### config.mk
export PLATFORM = sky130hd
export DESIGN_NAME = spawn_scheduler
export DESIGN_NICKNAME = d
export VERILOG_FILES = /design/src/rtl/spawn_pkg.sv /design/src/rtl/spawn_delay_counter.sv /design/src/rtl/spawn_scheduler.sv
export SDC_FILE = /design/constraint.sdc
export NUM_CORES = 1
export LEC_CHECK = 0
export BUFFER_PORTS_ARGS = -buffer_cell sky130_fd_sc_hd__buf_2
export CORE_MARGIN = 2
export CORE_UTILIZATION = 60
export CTS_BUF_LIST = sky130_fd_sc_hd__clkbuf_8
export DETAILED_ROUTE_END_ITERATION = 6
export GPL_ROUTABILITY_DRIVEN = 0
export PLACE_DENSITY = 0.92
export SYNTH_ARGS = -nofsm -noshare
export SYNTH_HDL_FRONTEND = slang
export SYNTH_SLANG_ARGS = --single-unit
### constraint.sdc
create_clock -name i_clock -period 4.2 [get_ports i_clock]
set_input_delay 0.42 -clock i_clock [delete_from_list [all_inputs] [get_ports i_clock]]
set_output_delay 0.42 -clock i_clock [all_outputs]
set_load 0.02 [all_outputs]
### src/rtl/spawn_pkg.sv
// Shared definitions for the spawn scheduler: FSM encoding, parameter defaults
// and the inter-spawn delay arithmetic.
package spawn_pkg;

    localparam int unsigned X_MAX_DEFAULT       = 160;
    localparam int unsigned DELAY_BASE_DEFAULT  = 1000;
    localparam int unsigned DELAY_SCALE_DEFAULT = 4;
    localparam int unsigned MAX_RETRY_DEFAULT   = 7;

    typedef enum logic [2:0] {
        ST_SEED,
        ST_IDLE,
        ST_DRAW_DELAY,
        ST_LOAD_DELAY,
        ST_WAIT,
        ST_DRAW_X,
        ST_CHECK_X,
        ST_PRESENT
    } state_t;

    function automatic logic [31:0] calc_delay(input logic [31:0] base,
                                               input logic [31:0] scale,
                                               input logic [7:0]  field);
        return base + ({24'd0, field} * scale);
    endfunction

endpackage

### src/rtl/spawn_delay_counter.sv
// Loadable 32-bit down-counter timing the gap between spawns.
module spawn_delay_counter (
    input  logic        i_clock,
    input  logic        i_reset,
    input  logic        i_load,
    input  logic [31:0] i_value,
    input  logic        i_tick,
    output logic        o_zero
);

    logic [31:0] r_count;

    always_ff @(posedge i_clock) begin
        if (i_reset) begin
            r_count <= '0;
        end else if (i_load) begin
            r_count <= i_value;
        end else if (i_tick && (r_count != '0)) begin
            r_count <= r_count - 32'd1;
        end
    end

    // High while the count reads 1 (or 0): the current tick is the last one.
    assign o_zero = (r_count <= 32'd1);

endmodule

### src/rtl/spawn_scheduler.sv
// Spawn scheduler: waits a random delay, draws a random X below X_MAX with
// bounded retries, presents it and counts accepted spawns.
module spawn_scheduler
    import spawn_pkg::*;
#(
    parameter int unsigned X_MAX       = X_MAX_DEFAULT,
    parameter int unsigned DELAY_BASE  = DELAY_BASE_DEFAULT,
    parameter int unsigned DELAY_SCALE = DELAY_SCALE_DEFAULT,
    parameter int unsigned MAX_RETRY   = MAX_RETRY_DEFAULT
) (
    input  logic        i_clock,
    input  logic        i_reset,
    input  logic        i_enable,
    input  logic        i_restartGame,
    input  logic [25:0] i_randomNumber,
    input  logic        i_spawnAck,
    output logic        o_generateNumber,
    output logic        o_resetNumberGenerator,
    output logic        o_spawnValid,
    output logic [7:0]  o_spawnX,
    output logic [15:0] o_spawnCount
);

    localparam int unsigned RETRY_W = (MAX_RETRY < 1) ? 1 : $clog2(MAX_RETRY + 1);
    localparam logic [8:0]  XMAX_9  = 9'(X_MAX);
    localparam logic [7:0]  XMAX_8  = 8'(X_MAX);

    state_t               r_state;
    state_t               w_next;
    logic [RETRY_W-1:0]   r_retry;
    logic [7:0]           r_spawnX;
    logic [15:0]          r_spawnCount;

    logic                 w_cnt_load;
    logic [31:0]          w_cnt_value;
    logic                 w_cnt_tick;
    logic                 w_cnt_zero;
    logic                 w_retry_clr;
    logic                 w_retry_inc;
    logic                 w_x_latch;
    logic [7:0]           w_x_val;
    logic                 w_count_inc;
    logic                 w_count_clr;
    logic                 w_x_ok;
    logic                 w_retry_max;
    logic [31:0]          w_delay;
    logic                 w_unused_rn;

    assign w_x_ok      = ({1'b0, i_randomNumber[7:0]} < XMAX_9);
    assign w_retry_max = (r_retry == RETRY_W'(MAX_RETRY));
    assign w_delay     = calc_delay(DELAY_BASE, DELAY_SCALE, i_randomNumber[25:18]);
    assign w_unused_rn = ^i_randomNumber[17:8];

    spawn_delay_counter u_delay (
        .i_clock (i_clock),
        .i_reset (i_reset),
        .i_load  (w_cnt_load),
        .i_value (w_cnt_value),
        .i_tick  (w_cnt_tick),
        .o_zero  (w_cnt_zero)
    );

    always_ff @(posedge i_clock) begin
        if (i_reset) begin
            r_state <= ST_SEED;
        end else begin
            r_state <= w_next;
        end
    end

    always_comb begin
        w_next                 = r_state;
        w_cnt_load             = 1'b0;
        w_cnt_value            = '0;
        w_cnt_tick             = 1'b0;
        w_retry_clr            = 1'b0;
        w_retry_inc            = 1'b0;
        w_x_latch              = 1'b0;
        w_x_val                = i_randomNumber[7:0];
        w_count_inc            = 1'b0;
        w_count_clr            = 1'b0;
        o_generateNumber       = 1'b0;
        o_resetNumberGenerator = 1'b0;
        o_spawnValid           = 1'b0;

        case (r_state)
            ST_SEED: begin
                // State is already SEED while reset is held; keep the reseed quiet until release.
                o_resetNumberGenerator = !i_reset;
                w_next                 = ST_IDLE;
            end
            ST_IDLE: begin
                if (i_enable) w_next = ST_DRAW_DELAY;
            end
            ST_DRAW_DELAY: begin
                o_generateNumber = 1'b1;
                if (i_enable) begin
                    w_next = ST_LOAD_DELAY;
                end else begin
                    w_cnt_load = 1'b1;
                    w_next     = ST_IDLE;
                end
            end
            ST_LOAD_DELAY: begin
                w_cnt_load = 1'b1;
                if (i_enable) begin
                    w_cnt_value = w_delay;
                    w_next      = ST_WAIT;
                end else begin
                    w_next = ST_IDLE;
                end
            end
            ST_WAIT: begin
                if (!i_enable) begin
                    w_cnt_load = 1'b1;
                    w_next     = ST_IDLE;
                end else begin
                    w_cnt_tick = 1'b1;
                    if (w_cnt_zero) w_next = ST_DRAW_X;
                end
            end
            ST_DRAW_X: begin
                o_generateNumber = 1'b1;
                w_next           = ST_CHECK_X;
            end
            ST_CHECK_X: begin
                if (w_x_ok) begin
                    w_x_latch = 1'b1;
                    w_next    = ST_PRESENT;
                end else if (!w_retry_max) begin
                    w_retry_inc = 1'b1;
                    w_next      = ST_DRAW_X;
                end else begin
                    w_x_latch = 1'b1;
                    w_x_val   = i_randomNumber[7:0] - XMAX_8;
                    w_next    = ST_PRESENT;
                end
            end
            ST_PRESENT: begin
                o_spawnValid = 1'b1;
                if (i_spawnAck) begin
                    w_count_inc = 1'b1;
                    w_next      = i_enable ? ST_DRAW_DELAY : ST_IDLE;
                end
            end
            default: begin
                w_next = ST_SEED;
            end
        endcase

        if (i_restartGame) begin
            w_next      = ST_SEED;
            w_cnt_load  = 1'b1;
            w_cnt_value = '0;
            w_cnt_tick  = 1'b0;
            w_retry_inc = 1'b0;
            w_x_latch   = 1'b0;
            w_count_inc = 1'b0;
            w_count_clr = 1'b1;
        end

        if (w_next == ST_DRAW_DELAY) w_retry_clr = 1'b1;
    end

    always_ff @(posedge i_clock) begin
        if (i_reset) begin
            r_retry      <= '0;
            r_spawnX     <= '0;
            r_spawnCount <= '0;
        end else begin
            if (w_retry_clr) begin
                r_retry <= '0;
            end else if (w_retry_inc) begin
                r_retry <= r_retry + 1'b1;
            end
            if (w_x_latch) r_spawnX <= w_x_val;
            if (w_count_clr) begin
                r_spawnCount <= '0;
            end else if (w_count_inc) begin
                r_spawnCount <= r_spawnCount + 16'd1;
            end
        end
    end

    assign o_spawnX     = r_spawnX;
    assign o_spawnCount = r_spawnCount;

endmodule

# Word level (Yosys, flattened, before mapping)
# Cells that the tools add are included.
# Widths: inputs -> output; s select.
dict set report word_totals {
  regBits 62
  latchBits 0
  ramBits 0
  romBits 0
  inputBits 31
  out_inout_bits 27
  word_cells 71
  mem_count 0
}
dict set report classes {
  add_sub_neg 5
  n_mul 0
  div 0
  n_lt_le_gt_ge 2
  n_eq_ne 9
  shift 0
  mux 41
  n_bitwise 0
  reduce_logical 9
}
# operator count
set op_table {}
lappend op_table {{$mux 32} 3}
lappend op_table {{$le 32x1->1 const B} 1}
lappend op_table {{$reduce_bool 32->1} 1}
lappend op_table {{$sub 32x1->32 const B} 1}
lappend op_table {{$mux 8} 3}
lappend op_table {{$pmux 3 s8} 1}
lappend op_table {{$mux 11} 2}
lappend op_table {{$mux 1} 21}
lappend op_table {{$mux 3} 6}
lappend op_table {{$add 16x1->16 const B} 1}
lappend op_table {{$eq 3x3->1 const B} 5}
lappend op_table {{$add 10x10->11 const A} 1}
lappend op_table {{$eq 3x2->1 const B} 3}
lappend op_table {{$lt 8x8->1 const B} 1}
lappend op_table {{$mux 2} 4}
lappend op_table {{$reduce_or 2->1} 4}
lappend op_table {{$sub 8x8->8 const B} 1}
lappend op_table {{$add 3x1->3 const B} 1}
lappend op_table {{$eq 3x1->1 const B} 1}
lappend op_table {{$logic_not 3->1} 1}
lappend op_table {{$pmux 1 s2} 1}
lappend op_table {{$reduce_bool 2->1} 1}
lappend op_table {{$logic_and 1x1->1} 1}
lappend op_table {{$logic_not 1->1} 1}

# Logic depth before layout (Yosys ltp)
# Gate-level depths: netlist of the first run.
dict set report depth {
  ltp_word 8
  mapped_depth 10
  mapped_depth_nobuf 7
}

# By module
# Synthesis of the first run repeated with hierarchy kept, for this count alone.
dict set report unflattened {
  hier_cells 460
  hier_area_um2 3822.4
}
# mod instances cells_per_inst area_each_um2 seq_area_each_um2
set by_module_without_submodules {}
lappend by_module_without_submodules {spawn_delay_counter 1 243 2069.5 640.6}
lappend by_module_without_submodules {spawn_scheduler 1 217 1752.9 600.6}

# Worst setup path before layout of the first run
# Ideal clock, no wire load.
dict set report synth_path {
  path_type {register -> register}
  start {register u_delay.r_count[0]}
  end {register u_delay.r_count[8]}
  setup_time_ns 0.072
  t_arrival_ns 2.120
  required_ns 4.128
  slack_ns 2.008
  stages_incl_launch_ff 8
  n_path_buf 0
  synth_period_minus_slack_ns 2.192
  path_cell_list {dfxtp_1 inv_1 ha_1 or3b_2 nor2_1 nand4_1 a21boi_4 mux2i_1}
}
dict set report synth_between {
  elab_chain_cells 3
  word_cells_on_any_way 6
  cone_classes {add/sub (1); mux (2); reduce/logical (3)}
}
# item line
set synth_lines {}
lappend synth_lines {{start: declaration} spawn_delay_counter.sv:11} ;# logic [31:0] r_count;
lappend synth_lines {{start signal: assignment} spawn_delay_counter.sv:17} ;# r_count <= i_value;
lappend synth_lines {{start signal: assignment} spawn_delay_counter.sv:19} ;# r_count <= r_count - 32'd1;
lappend synth_lines {{$sub 32x1->32 / $reduce_bool 32->1 (equally long branches)} {spawn_delay_counter.sv:19, spawn_delay_counter.sv:18}}
lappend synth_lines {{$mux 32 / $logic_and 1x1->1 (equally long branches)} spawn_delay_counter.sv:18} ;# end else if (i_tick && (r_count != '0)) begin
lappend synth_lines {{$mux 32 / $reduce_bool 2->1 (equally long branches)} -}
# Several ways; a longest one is shown, not always the timed one. The select of a mux whose other input is x is not followed.
# A chain may end at the register's enable or synchronous reset.

# Worst setup path in the final report of the first run
dict set report layout_path {
  start {register u_delay.r_count[0]}
  end {register u_delay.r_count[11]}
}
# The elaborated chain is that of the path after synthesis.

==> metrics, run 1 <==
run status finished clean; Gate Count Post-Synth roughly 430; Final setup viols 0; final antenna-violating net count 0; die height 81.3 um; CORE AREA 5850 sq um; pwr dens 341 nW/um^2; P&R area growth vs syn 12.4%; Hold WC Path Type input port to flop; DRT Pass-1 Iters 5; post-synth cell types 62; WL per Instance 14.9 um; Setup TNS 0 ns; gr usage total 0.256; Starting Density 0.612; clock sink count 62; Avg Vias per Cell around 6.3; final wirelength 8150 um; DR DRC count 0; Max VDD drop 0.000325 V; Final nets 505; Rows 28; Yosys top cell by area dfxtp_1; H-tree depth 3; post-DP HPWL 5570 um; DIE AREA between 6000 and 7000 sq um; Req. time, crit path 4.41 ns; Seq/Total Area, Yosys 0.347; I/O pin total slightly below 60; clock latency on the worst-skew pair 0.36 ns; MaxCap Viol Count 0; Clock Tree Root clkbuf_8; Worst-Margin Slew 0.700 ns; Post-Syn Area per Cell approximately 8.4 sq um; Overflow after GRT 0; Port-buffer cells 47; Worst Setup Path Type flop to flop; CTS clk-pin slew, worst paths about 0.08 ns; Clock Skew 0.00864 ns; fin crit share 0.706; fin. max-slew vios 0; Worst Hold Depth 3; antenna violations before repair 0; worst-path fanout max 18; Chip Width 81.3 um; WP data arrival ~3.2 ns; Syn Nets 466; post-synthesis async set-or-reset flop share 0; vias post-DR 3446; Yosys top cell area share 0.347; vias in the first global route roughly 3100; most frequent cells after synthesis 62 x dfxtp_1, 39 x nor2_1, 33 x a21oi_1, 33 x nand2_1, 17 x nor3_1; P_leak roughly 1.6 nW; RSZ-0062 raised after global routing no; post-cts resize count 0; first-pass GRT wire length 13300 um; number of synthesized register bits 62; CP Launch Type flop; post-layout minimum cycle time 2.96 ns; Slew HR 0.530; fraction of layout cells with a size suffix above 1 0.184; Max Clk Rate 0.337 GHz; Final Hold Viols 0; CTS tree done; hold_buf cts 0; Yosys warning count 0; ranking of synthesized cells by area dfxtp_1 35%, a21oi_1 4.6%, nor2_1 4.1%, mux2i_1 3.6%, nand2_1 3.5%; Most used DFF post-synth dfxtp_1; CTS Buf Count 9; count leader, synth dfxtp_1; pin count of the biggest net entering global routing 23; Post-CTS Setup Bufs 0; worst reg-to-reg path cell count 8; nature of the critical path endpoint flop; DRT iter0 DRCs 281; Final Core Density 0.688; clk buf depth 2; antenna cell count 0; EDFF count, synth 0; synthesized area between 3000 and 4000 sq um
worst paths after layout:
path                           start                   to  slack, ns
setup / recovery  u_delay.r_count[0]  u_delay.r_count[11]       1.24
setup reg to reg  u_delay.r_count[0]  u_delay.r_count[11]       1.24
hold / removal     i_randomNumber[1]          o_spawnX[1]       0.30
hold reg to reg          o_spawnX[6]          o_spawnX[6]       0.46
logic make-up after synthesis:
| family | Yosys count | share of synthesized area |
|---|---|---|
| compound gates | 99 | 0.192 |
| fa+ha+maj | 7 | 0.0245 |
| mux | 13 | 0.0363 |
| simple gates | 193 | 0.308 |
| flops | 62 | 0.347 |
| xor+xnor | 19 | 0.0465 |
| buf+inv | 35 | 0.0461 |
cells in the final DEF, fill, tap and decap left out, types with 3 or more instances in the layout:
| cell | netlist | layout |
|---|---|---|
| o31ai_1 | 16 | 16 |
| o41ai_1 | 3 | 3 |
| xnor2_1 | 11 | 11 |
| nor4_1 | 8 | 8 |
| and3_1 | 5 | 5 |
| dfxtp_1 | 62 | 62 |
| nand2_1 | 33 | 33 |
| nor3_1 | 17 | 17 |
| mux2i_1 | 13 | 13 |
| o21ai_0 | 7 | 7 |
| xor2_1 | 8 | 8 |
| inv_1 | 12 | 12 |
| o211ai_1 | 3 | 3 |
| buf_4 | 2 | 4 |
| o32ai_1 | 5 | 5 |
| a21oi_1 | 33 | 33 |
| nor2_1 | 39 | 39 |
| nand3_1 | 12 | 12 |
| clkbuf_8 | 0 | 10 |
| and4_1 | 5 | 5 |
| nand2b_1 | 9 | 9 |
| nand4_1 | 9 | 9 |
| nor4b_1 | 3 | 3 |
| ha_1 | 7 | 7 |
| buf_2 | 6 | 47 |
| or3_1 | 12 | 12 |
| or2_2 | 5 | 5 |
| or4_1 | 16 | 16 |
| a31oi_1 | 3 | 3 |
| a211oi_1 | 7 | 7 |
| o311ai_0 | 3 | 3 |
flip-flops by register name, indices dropped and copies added (netlist names):
name	cells
o_spawnX	8
u_delay.r_count	32
r_retry	3
o_spawnCount	16
r_state	3
final cells by class:
cell class | count | area, sq um
inverters | 12 | 45.0
clock inverters | 6 | 68.8
fillers | 425 | 1820
repair buffers | 51 | 265
well taps | 75 | 93.8
flip-flops and latches | 62 | 1240
clock buffers | 10 | 138
multi-input cells | 331 | 2170
routing by layer:
layer	global-route usage	vias up	wire length [um]
met5	0	-	0
met4	0.105	0	92
met3	0.0722	15	592
met2	0.427	133	3870
met1	0.311	1606	3590
li1	-	1692	-
power breakdown:
group          switching (mW)  internal [mW]
logic                   0.145         0.0678
registers              0.0115          0.595
clock network           0.260          0.294
metrics by stage:
stage / worst slack (ns) / hold WS [ns] / std cells / power [mW] / instance area [sq um]
finish: 1.24 / 0.297 / 547 / 1.37 / 4030
global route: 1.07 / 0.305 / 547 / 1.43 / 4030
CTS: 1.30 / 0.290 / 547 / 1.38 / 4030
detailed placement: 1.31 / 0.447 / 531 / 0.827 / 3820
global placement: 1.39 / 0.435 / 531 / 0.819 / 3820
floorplan: 2.01 / 0.442 / 428 / 0.790 / 3580
critical path, cell delays in order, from the launching register on:
cell and delay [ns]:
dfxtp_1 0.35, inv_1 0.11, ha_1 0.25, or3b_2 0.52, nor2_1 0.36, and4_1 0.70, buf_4 0.32, or4_1 0.13
a21oi_1 0.06
(Power assumes the default switching activity.)
==> run 2: changes to the inputs <==
Settings changed: ABC_AREA set to 1, CORE_UTILIZATION 60 to 59, PLACE_DENSITY 0.92 to 0.9.
Clock period 4.2 ns to 2.95 ns, I/O delays scaled along.
==> metrics, run 2 <==
CP Launch Type flop; gr usage total 0.268 (+0.0119); Clock Skew 0.0133 ns (+0.00464 ns); post-DP HPWL 6650 um (+19%); commonest non-fill, non-tap cell in the layout nand2_1; Gate Count Post-Synth 577 (+35%); die height 84.2 um (+3.7%); Req. time, crit path 3.25 ns (-1.16 ns); number of synthesized register bits 62 (unchanged); Yosys top cell area share 0.327 (-0.0199); Largest Register u_delay.r_count; Hold WC Path Type input port to flop; R2R Path End u_delay.r_count[29]; CTS tree done; RSZ-0062 raised after global routing no; P&R area growth vs syn 12.6%; Overflow after GRT 0 (unchanged); Setup TNS 0 ns (unchanged); fin. max-slew vios 0 (unchanged); pin count of the biggest net entering global routing 19 (-17%); WL per Instance 12.8 um (-14%); CTS Buf Count 9 (unchanged); flop2flop setup slack 0.96 ns (-0.27 ns); hold_buf cts 0 (unchanged); nature of the critical path endpoint flop; Final nets 667 (+32%); count leader, synth nand2_1; post-synth cell types 44 (-29%); Post-CTS Setup Bufs 0 (unchanged); Largest register FFs 32 (unchanged); DRT iter0 DRCs 247 (-12%); Post-Syn Area per Cell 6.58 sq um (-21%); Final Core Density 0.681 (-0.00691); Worst Hold Depth 3 (unchanged); worst-path fanout max 16 (-2); final worst slack 0.961 ns (-0.275 ns); I/O pin total 58 (unchanged); Yosys top cell by area dfxtp_1; hold wc startpoint i_randomNumber[0]; Worst Hold End o_spawnX[0]; Starting Density 0.605 (-0.00692); ranking of synthesized cells by area dfxtp_1 33%, nand2_1 12%, nor2_1 9.5%, inv_1 8.0%, a21oi_1 5.7%; CTS clk-pin slew, worst paths 0.08 ns (about the same); run status finished clean; clk buf depth 2 (unchanged); DR DRC count 0 (unchanged); most frequent cells in the layout 119 x nand2_1, 96 x nor2_1, 81 x inv_1; DP Area 4080 sq um (+6.7%); WP data arrival 2.29 ns (-0.88 ns); vias post-DR 3932 (+14%); Max Clk Rate 0.503 GHz (+49%); Slew HR 0.538 (+0.00765); Avg Vias per Cell 5.53 (-12%); final antenna-violating net count 0 (unchanged); antenna cell count 0 (unchanged); post-synthesis async set-or-reset flop share 0 (unchanged); Worst Setup Path Type flop to flop; vias in the first global route 3607 (+17%); Final Hold Viols 0 (unchanged); clock sink count 62 (unchanged); H-tree depth 3 (unchanged); Seq/Total Area, Yosys 0.327 (-0.0199); worst flop-to-flop path startpoint u_delay.r_count[0]; DIE AREA 7100 sq um (+7.5%); Max VDD drop 0.000337 V (+3.6%); DRT Pass-1 Iters 5 (unchanged); P_leak 1.96 nW (+25%); Clock Tree Root clkbuf_8; post-cts resize count 0 (unchanged); most frequent cells after synthesis 119 x nand2_1, 96 x nor2_1, 81 x inv_1; final wirelength 9080 um (+11%); Yosys warning count 0 (unchanged); Chip Width 84.2 um (+3.7%); Port-buffer cells 47 (unchanged); dpl ws 0.999 ns (-0.313 ns); Most used DFF post-synth dfxtp_1; EDFF count, synth 0 (unchanged); fraction of layout cells with a size suffix above 1 0.167 (-0.0171); Final Instance Area 4280 sq um (+6.2%); fin crit share 0.674 (-0.0316); Final setup viols 0 (unchanged); first-pass GRT wire length 15800 um (+19%); Syn Nets 615 (+32%); Rows 29 (+3.6%); worst reg-to-reg path cell count 13 (+5); Worst-Margin Slew 0.690 ns (-0.0100 ns); antenna violations before repair 0 (unchanged); post-layout minimum cycle time 1.99 ns (-0.975 ns); MaxCap Viol Count 0 (unchanged); CORE AREA 6280 sq um (+7.3%); synthesized area 3800 sq um (+6.1%); pwr dens 452 nW/um^2 (+33%); clock latency on the worst-skew pair 0.36 ns (about the same)
## run 2: cell types whose count changed after synthesis, moves of 14 or more
| cell | delta |
|---|---|
| nand2_1 | +86 |
| inv_1 | +69 |
| nor2_1 | +57 |
| o21ai_0 | +21 |
| nand3_1 | +19 |
| or4_1 | -16 |
| o31ai_1 | -14 |
## run 2: area by class of cell
class	instances	area, sq um
Inverter	84	315
Sequential cell	62	1240
Timing Repair Buffer	47	235
Clock inverter	7	75.1
Multi-Input combinational cell	425	2190
Tap cell	77	96.3
Fill cell	501	2000
Clock buffer	9	124
## run 2: layer usage
metal	part of all wire	routed length [um]	track usage
met1	0.44	3950	0.334
met5	0	0	0
met2	0.49	4420	0.460
met4	0.019	174	0.110
met3	0.059	537	0.0462
## run 2: logic make-up (layout without fill, tap and decap cells)
group,count (synthesis),after routing,share of synthesized area
AND/OR/NAND/NOR,308,308,0.374
adder cells (fa/ha/maj),7,7,0.0231
flip-flops,62,62,0.327
XOR/XNOR,15,15,0.0346
multiplexers,3,3,0.00889
buffers and inverters,90,147,0.0968
AO/OA/AOI/OAI,92,92,0.136
## run 2: worst max-delay path, cell delays in order (launching register included)
cell,delay [ns]
dfxtp_1,0.35
inv_1,0.09
ha_1,0.26
nand2_2,0.16
nor2_4,0.07
nand2_2,0.08
nor2_4,0.04
nor2_4,0.34
nand2_1,0.09
inv_1,0.13
nand2_1,0.10
nand2_1,0.07
nand2_1,0.04
nor2_1,0.10
## run 2: through the flow
stage | power, mW | instances | hold slack [ns]
5_1_grt | 2.01 | 711 | 0.216
4_1_cts | 1.93 | 711 | 0.189
2_1_floorplan | 1.11 | 577 | 0.364
3_5_place_dp | 1.18 | 695 | 0.472
6_report | 1.93 | 711 | 0.185
3_3_place_gp | 1.17 | 695 | 0.460
## run 2: power by group
part	switching (mW)	internal [mW]	total, mW	leakage, nW
clock network	0.375	0.390	0.766	0.0914
registers	0.0146	0.850	0.864	0.501
logic	0.201	0.103	0.304	1.37
total	0.591	1.34	1.93	1.96
## run 2: how the worst max path moves through the flow
stage / startpoint / endpoint / slack, ns / cells past startpoint
2_1_floorplan: r_state[2] / r_retry[0] / 1.29 / 7
3_3_place_gp: u_delay.r_count[0] / u_delay.r_count[29] / 1.03 / 13
3_5_place_dp: u_delay.r_count[0] / u_delay.r_count[29] / 1.0 / 13
4_1_cts: u_delay.r_count[0] / u_delay.r_count[29] / 0.99 / 13
5_1_grt: u_delay.r_count[0] / u_delay.r_count[29] / 0.82 / 13
6_report: u_delay.r_count[0] / u_delay.r_count[29] / 0.96 / 13
==> run 3: changes to the inputs <==
Clock period 2.95 ns to 2 ns, I/O delays scaled along.
==> metrics, run 3 (synthesized netlist as in run 2, its figures left out) <==
CP delay by family, top simple AND/OR/NAND/NOR gates; Final Core Density 0.702 (+0.0205); Final Instance Area 4410 sq um (+3.0%); vias post-DR 4001 (+1.8%); Post-Place Cells 701 (+0.86%); dpl ws 0.0835 ns (-0.915 ns); DR DRC count 0 (unchanged); hold_buf cts 0 (unchanged); post-layout minimum cycle time 1.94 ns (-0.0520 ns); Worst Setup Path Type flop to flop; Setup TNS 0 ns (unchanged); Starting Density 0.605 (unchanged); Post-Layout Cell Count 724 (+1.8%); I/O pin total 58 (unchanged); fin crit share 0.968 (+0.294); flop2flop setup slack 0.06 ns (-0.90 ns); Port-buffer cells 47 (unchanged); CTS Buf Count 9 (unchanged); Slowest-stage cell, CP dfxtp_1; CP cell instances inv_1 -> ha_4 -> nand2_2 -> nor2_4 -> nand2_2 -> nor2_4 -> nor2_4 -> buf_4 -> nor2_4 -> o21ai_0 -> a21oi_1; gr usage total 0.261 (-0.00727); antenna violations before repair 0 (unchanged); DRT iter0 DRCs 215 (-13%); Hold WC Path Type input port to flop; Overflow after GRT 0 (unchanged); worst-path fanout max 10 (-6); FILL cells 499 (-0.40%); Max VDD drop 0.000481 V (+43%); Post-Route M1 WL 3960 um (+0.23%); Final Hold Viols 0 (unchanged); Rows 29 (unchanged); Avg Vias per Cell 5.53 (about the same); post-DP HPWL 6850 um (+3.1%); Max Used Layer met4; H-tree depth 3 (unchanged); Req. time, crit path 2.28 ns (-0.97 ns); fraction of layout cells with a size suffix above 1 0.189 (+0.0214); R2R Path End u_delay.r_count[23]; Slew HR 0.709 (+0.171); final antenna-violating net count 0 (unchanged); Max Clk Rate 0.516 GHz (+2.7%); antenna cell count 0 (unchanged); nature of the critical path endpoint flop; Final Total Pwr 2.91 mW (+50%); first-pass GRT wire length 15400 um (-2.7%); Worst path max stage delay 0.34 ns (about the same); Final setup viols 0 (unchanged); Final nets 680 (+1.9%); worst reg-to-reg path cell count 11 (-2); vias in the first global route 3647 (+1.1%); WP data arrival 2.21 ns (-0.08 ns); Worst Setup EP u_delay.r_count[23]; run status finished clean; clk buf depth 2 (unchanged); worst hold slack 0.101 ns (-0.0846 ns); most frequent cells in the layout 119 x nand2_1, 94 x nor2_1, 81 x inv_1; Chip Width 84.2 um (unchanged); Largest Register u_delay.r_count; clock latency on the worst-skew pair 0.35 ns (about the same); Clock Skew 0.0128 ns (-0.000462 ns); commonest non-fill, non-tap cell in the layout nand2_1; pwr dens 661 nW/um^2 (+46%); pin count of the biggest net entering global routing 17 (-2); WL per Instance 13.0 um (+2.0%); MaxCap Viol Count 0 (unchanged); Worst-Margin Slew 0.431 ns (-0.260 ns); crit path buf inv count 2 (unchanged); P_leak 2.04 nW (+4.0%); WL met2 4660 um (+5.5%); final wirelength 9430 um (+3.9%); P&R area growth vs syn 16.0%; CP Launch Type flop; DIE AREA 7100 sq um (unchanged); met3 routed WL 560 um (+4.3%); CTS clk-pin slew, worst paths 0.08 ns (about the same); fin. max-slew vios 0 (unchanged); clock sink count 62 (unchanged); Largest register FFs 32 (unchanged); die height 84.2 um (unchanged); DRT Pass-1 Iters 7 (+2); CORE AREA 6280 sq um (unchanged); Clock Tree Root clkbuf_8; Most common cell on crit path nor2_4; worst flop-to-flop path startpoint u_delay.r_count[0]; CP Depth 11 (-2); DP Area 4120 sq um (+1.1%); Critical Path Start u_delay.r_count[0]; CTS tree done; final worst slack 0.0635 ns (-0.898 ns)
-- run 3: worst reg2reg max path, cell delays in order, from the launching register on --
cell and delay [ns]:
dfxtp_1 0.34, inv_1 0.13, ha_4 0.18, nand2_2 0.11, nor2_4 0.17, nand2_2 0.09, nor2_4 0.14, nor2_4 0.09
buf_4 0.16, nor2_4 0.20, o21ai_0 0.12, a21oi_1 0.14
-- run 3: what timing repair did --
action / in CTS / in global routing
setup buffers: 0 / 6
gates resized for setup: 0 / 5
endpoints found under the setup margin: 0 / 20
-- run 3: final cells by class --
type                            instances  area [sq um]  area share
Multi-Input combinational cell        426          2220       0.504
Sequential cell                        62          1240       0.282
Timing Repair Buffer                   59           325      0.0738
Inverter                               84           315      0.0716
Clock buffer                           10           138      0.0312
Tap cell                               77          96.3      0.0219
Clock inverter                          6          71.3      0.0162
-- run 3: how the worst min path moves through the flow --
stage	startpoint	to	slack, ns	cells past startpoint
final	i_randomNumber[1]	o_spawnX[1]	0.10	3
after global routing	i_randomNumber[3]	o_spawnX[3]	0.11	3
after CTS	i_randomNumber[1]	o_spawnX[1]	0.08	3
after detailed placement	i_randomNumber[1]	o_spawnX[1]	0.46	3
after global placement	i_randomNumber[3]	o_spawnX[3]	0.45	3
after floorplan	i_reset	u_delay.r_count[2]	0.27	1
-- run 3: power breakdown --
group / switching (mW) / leakage (nW) / internal [mW]
Sequential: 0.0229 / 0.501 / 1.25
Combinational: 0.308 / 1.44 / 0.164
Clock: 0.547 / 0.0987 / 0.615
-- run 3: routing by layer --
layer / GRT usage / vias to the layer above
met4: 0.0953 / 0
met3: 0.0659 / 27
met2: 0.452 / 147
met1: 0.312 / 1841
met5: 0 / -
li1: - / 1986
